<file path="src/rtl/clk_freq_meter_if.sv">
// clk_freq_meter_if: control/result bundle between a frequency-meter client and the meter.
interface clk_freq_meter_if #(
    parameter int CNT_W = 26
);
    logic             sig_in;
    logic             start;
    logic             continuous;
    logic             busy;
    logic [CNT_W-1:0] freq_out;
    logic             valid;
    logic             overflow;

    modport master (
        output sig_in, start, continuous,
        input  busy, freq_out, valid, overflow
    );

    modport slave (
        input  sig_in, start, continuous,
        output busy, freq_out, valid, overflow
    );
endinterface

</file>
<file path="src/rtl/clk_freq_meter.sv">
// clk_freq_meter: counts synchronized rising edges of sig_in over a GATE_CYCLES window and
// publishes the count with a one-cycle valid strobe.
module clk_freq_meter #(
    parameter int GATE_CYCLES = 50000000,
    parameter int CNT_W       = 26,
    parameter int SYNC_STAGES = 2
) (
    input  logic             clk,
    input  logic             reset,
    clk_freq_meter_if.slave  bus
);
    localparam int GW = $clog2(GATE_CYCLES);

    typedef enum logic [1:0] {IDLE, GATE, DONE} state_t;

    state_t                 state_q, state_d;
    logic [SYNC_STAGES-1:0] sync_q, sync_d;
    logic                   prev_q, prev_d;
    logic [GW-1:0]          gate_cnt_q, gate_cnt_d;
    logic [CNT_W-1:0]       edge_cnt_q, edge_cnt_d;
    logic [CNT_W-1:0]       freq_q, freq_d;
    logic                   sat_q, sat_d;
    logic                   ovf_q, ovf_d;
    logic                   valid_q, valid_d;
    logic                   rise, last_gate, go;

    assign rise      = sync_q[SYNC_STAGES-1] & ~prev_q;
    assign last_gate = gate_cnt_q == GW'(GATE_CYCLES - 1);
    assign go        = bus.start | bus.continuous;

    always_ff @(posedge clk or negedge reset) begin
        if (!reset) begin
            state_q    <= IDLE;
            sync_q     <= '0;
            prev_q     <= 1'b0;
            gate_cnt_q <= '0;
            edge_cnt_q <= '0;
            freq_q     <= '0;
            sat_q      <= 1'b0;
            ovf_q      <= 1'b0;
            valid_q    <= 1'b0;
        end else begin
            state_q    <= state_d;
            sync_q     <= sync_d;
            prev_q     <= prev_d;
            gate_cnt_q <= gate_cnt_d;
            edge_cnt_q <= edge_cnt_d;
            freq_q     <= freq_d;
            sat_q      <= sat_d;
            ovf_q      <= ovf_d;
            valid_q    <= valid_d;
        end
    end

    always_comb begin
        state_d = state_q == IDLE ? (go ? GATE : IDLE) :
                  state_q == GATE ? (last_gate ? DONE : GATE) :
                  (bus.continuous ? GATE : IDLE);
    end

    always_comb begin
        sync_d     = {sync_q[SYNC_STAGES-2:0], bus.sig_in};
        prev_d     = sync_q[SYNC_STAGES-1];
        gate_cnt_d = gate_cnt_q;
        edge_cnt_d = edge_cnt_q;
        sat_d      = sat_q;
        freq_d     = freq_q;
        ovf_d      = ovf_q;
        valid_d    = 1'b0;
        // Every entry into GATE (from IDLE or straight from DONE) starts a fresh window.
        if (state_d == GATE && state_q != GATE) begin
            gate_cnt_d = '0;
            edge_cnt_d = '0;
            sat_d      = 1'b0;
        end else if (state_q == GATE) begin
            gate_cnt_d = gate_cnt_q + 1'b1;
            if (rise) begin
                sat_d      = sat_q | (&edge_cnt_q);
                edge_cnt_d = &edge_cnt_q ? edge_cnt_q : edge_cnt_q + 1'b1;
            end
        end
        if (state_q == DONE) begin
            freq_d  = edge_cnt_q;
            ovf_d   = sat_q;
            valid_d = 1'b1;
        end
    end

    assign bus.busy     = state_q != IDLE;
    assign bus.freq_out = freq_q;
    assign bus.valid    = valid_q;
    assign bus.overflow = ovf_q;
endmodule

</file>
<file path="src/flat_wrapper.sv">
// flat-port wrapper written by rule: the top's interface ports become plain ports
module clk_freq_meter_flat 
#(
    parameter int GATE_CYCLES = 50000000,
    parameter int CNT_W       = 26,
    parameter int SYNC_STAGES = 2
)
  (clk, reset, bus_sig_in, bus_start, bus_continuous, bus_busy, bus_freq_out, bus_valid, bus_overflow);
  clk_freq_meter_if #(.CNT_W(CNT_W)) bus_i ();
  input  logic clk;
  input  logic reset;
  input wire logic [$bits(bus_i.sig_in)-1:0] bus_sig_in;
  input wire logic [$bits(bus_i.start)-1:0] bus_start;
  input wire logic [$bits(bus_i.continuous)-1:0] bus_continuous;
  output wire logic [$bits(bus_i.busy)-1:0] bus_busy;
  output wire logic [$bits(bus_i.freq_out)-1:0] bus_freq_out;
  output wire logic [$bits(bus_i.valid)-1:0] bus_valid;
  output wire logic [$bits(bus_i.overflow)-1:0] bus_overflow;
  assign bus_i.sig_in = bus_sig_in;
  assign bus_i.start = bus_start;
  assign bus_i.continuous = bus_continuous;
  assign bus_busy = bus_i.busy;
  assign bus_freq_out = bus_i.freq_out;
  assign bus_valid = bus_i.valid;
  assign bus_overflow = bus_i.overflow;
  clk_freq_meter #(.GATE_CYCLES(GATE_CYCLES), .CNT_W(CNT_W), .SYNC_STAGES(SYNC_STAGES)) u_core (.clk(clk), .reset(reset), .bus(bus_i));
endmodule
</file>
<file path="config.mk">
export PLATFORM = sky130hd
export DESIGN_NAME = clk_freq_meter_flat
export DESIGN_NICKNAME = d
export VERILOG_FILES = /design/src/rtl/clk_freq_meter_if.sv /design/src/rtl/clk_freq_meter.sv /design/src/flat_wrapper.sv
export SDC_FILE = /design/constraint.sdc
export NUM_CORES = 1
export LEC_CHECK = 0
export ABC_AREA = 1
export BUFFER_PORTS_ARGS = -buffer_cell sky130_fd_sc_hd__buf_4
export CORE_MARGIN = 2
export CORE_UTILIZATION = 55
export DETAILED_ROUTE_END_ITERATION = 16
export PLACE_DENSITY = 0.84
export SLEW_MARGIN = 20
export SYNTH_ARGS = -nofsm -noshare
export SYNTH_HDL_FRONTEND = slang
export SYNTH_SLANG_ARGS = --single-unit
</file>
<file path="constraint.sdc">
create_clock -name clk -period 4.8 [get_ports clk]
set_input_delay 0.72 -clock clk [delete_from_list [all_inputs] [get_ports clk]]
set_output_delay 0.72 -clock clk [all_outputs]
set_load 0.02 [all_outputs]
</file>
==> results.yml <==
drt:
  drc_errors: 0
  dr_total_vias: 4221
  wl_per_cell_um: 13.6
  drt_iter0_markers: 233
  drt-vias-per-instance: 5.49
  wirelength_um: 10500
  ant_nets: 0
  firstDrtPassIters: 5
cells_and_area:
  nets: 666
  antenna_cells: 0
  finalNonFillerCells: 769
  drive_gt1_share_pct: 9.94
  fill_cells: 694
  area_delta_synth_final_pct: 9.98
grt:
  grt_pass1_vias: 3691
  antenna_found_initial: 0
  overflow: 0
  grt_use_total_pct: 24.7
  grt_pass1_wl_um: 17600
  grt_max_degree: 87
pwr:
  p_per_area_mw_per_mm2: 298
  p_leak_uw: 0.00233
  peakVddDrop_mv: 0.148
synthesis:
  synth-seq-cells: 86
  yosysUniqueCellTypes: 31
  seq_area_frac_synth_pct: 46.5
  syn_area_mm2: 0.00463
  syn_avg_cell_area_um2: 7.35
  syn_inst: 629
  yosys_warnings: 0
  synth_fp_nets: 636
timing:
  timing.fmax_mhz: 407
  finalHoldViolCount: 0
  slew_viol_final: 0
  fin_setup_tns_ps: 0
  tightest_slew_ps: 833
  relSlewSlack_pct: 44.2
  rsz0062_at_grt: "false"
  worst_clock_skew_ps: 12.2
  fin_ws_ps: 2350
  min_period_over_period_pct: 51.1
  fin_crit_ps: 2450
  setup_viol: 0
place:
  place.gp.congestion: 1.03
  dp_cells: 753
  dp_slack_ps: 2310
  io_buffers: 33
  post-dp-hpwl_um: 7400
cts:
  cts_buffers: 9
  clk_latency_ps: 370
  htreeDepth: 3
  clock-root-buffer: "clkbuf_8"
  clk_pin_slew_ps: 80
  postCtsResizedCells: 0
  clk_path_buf_depth: 2
  cts.sinks: 86
  post_cts_buffers: 0
  cts_tree: "built"
  cts_hold_buf: 0
setup_path:
  end_kind: "register"
  critPathArrivalTime_ps: 2730
  start_kind: "register"
  crit_fanout: 31
  critPathKind: "reg2reg"
  cp_data_required_time_ps: 5080
floorplanning:
  ios: 34
  core_area_mm2: 0.00818
  fp.dieH_um: 95.7
  die_w_um: 95.7
  fp-row-count: 33
  initial_core_util_pct: 56.6
  die_area_mm2: 0.00916
job:
  cap_violations: 0
run_status:
  outcome: "complete, no violations"
min_path:
  min_path_type: "reg2reg"
[through the flow]
step | cell area, um^2 | util [%] | hold WS (ps) | power (uW)
3_5_place_dp | 4920 | 60.1 | 343 | 1070
6_report | 5090 | 62.2 | 357 | 1520
3_3_place_gp | 4920 | 60.1 | 335 | 1060
4_1_cts | 5080 | 62.2 | 361 | 1520
5_1_grt | 5090 | 62.2 | 385 | 1590
2_1_floorplan | 4630 | - | 331 | 1000
[per-layer routing]
| metal | up-vias | global-route usage [%] | part of all wire, % |
|---|---|---|---|
| met2 | 169 | 36.3 | 44 |
| met3 | 20 | 4.39 | 7.3 |
| met4 | 0 | 9.17 | 1.9 |
| li1 | 2076 | - | - |
| met1 | 1956 | 36.6 | 47 |
| met5 | - | 0 | 0 |
[state kept, by name, indices dropped and copies added (netlist names)]
signal               flops
u_core.prev_q            1
u_core.sat_q             1
u_core.gate_cnt_q       26
u_core.sync_q            2
u_core.edge_cnt_q       26
u_core.bus.overflow      1
u_core.bus.freq_out     26
u_core.state_q           2
u_core.bus.valid         1
[worst paths after layout]
kind / cells after the start / end / startpoint / slack, ps
setup / recovery: 9 / u_core.edge_cnt_q[3] / u_core.edge_cnt_q[0] / 2350
max in group asynchronous: 1 / u_core.edge_cnt_q[3] / reset / 3880
hold / removal: 0 / u_core.sync_q[1] / u_core.sync_q[0] / 360
setup reg to reg: 9 / u_core.edge_cnt_q[3] / u_core.edge_cnt_q[0] / 2350
hold reg to reg: 0 / u_core.sync_q[1] / u_core.sync_q[0] / 360
min in group asynchronous: 1 / u_core.bus.freq_out[21] / reset / 380
[cells by family after synthesis]
| family | count (synthesis) | share of synthesized area (%) |
|---|---|---|
| flops | 86 | 46.5 |
| xor+xnor | 11 | 2.08 |
| buf+inv | 72 | 6.79 |
| simple gates | 388 | 35.4 |
| fa+ha+maj | 2 | 0.541 |
| compound gates | 70 | 8.66 |
[cells in the mapped netlist (all sizes together)]
cell	count	area [um^2]
nand2	209	797
nor2	95	387
dfrtp	86	2150
o21ai	60	330
inv	57	214
nand3	52	260
nand4	15	93.8
nor3	12	60.1
buf	11	85.1
xor2	10	87.6
a21oi	7	46.3
clkbuf	4	15.0
ha	2	25.0
nor3b	2	15.0
a21o	1	7.51
a22o	1	8.76
and2	1	6.26
and3	1	6.26
nor4	1	12.5
o21a	1	7.51
xnor2	1	8.76
[area by class of cell]
class	instances	area, um^2	share of cell area (%)
tap	105	131	2.58
multi-input combinational	471	2160	42.5
clock buffer	12	145	2.85
inverter	57	214	4.21
sequential	86	2150	42.3
timing repair buffer	34	259	5.09
clock inverter	4	22.5	0.443
[critical path, cell delays in order, from the launching register on]
cell and delay [ps]:
dfrtp_1 450, ha_1 320, nand2_2 110, nor2_4 150
nand2_2 110, nor2_4 150, nand2_4 90, o21ai_4 660
nand2_1 200, o21ai_2 110
[power by group]
group	internal (uW)	switching (uW)
combinational	73.2	133
sequential	784	72.8
clock	200	255
total	1060	461
[placed cells by master (no fill, tap or decap), drive strengths merged]
cell	n
nand2	209
nor2	95
dfrtp	86
o21ai	60
inv	57
nand3	52
buf	34
nand4	15
nor3	12
clkbuf	12
xor2	10
a21oi	7
clkinv	3
nor3b	2
ha	2
and3	1
nor4	1
and2	1
o21a	1
a21o	1
xnor2	1
a22o	1
clkinvlp	1
(Power assumes the default switching activity.)
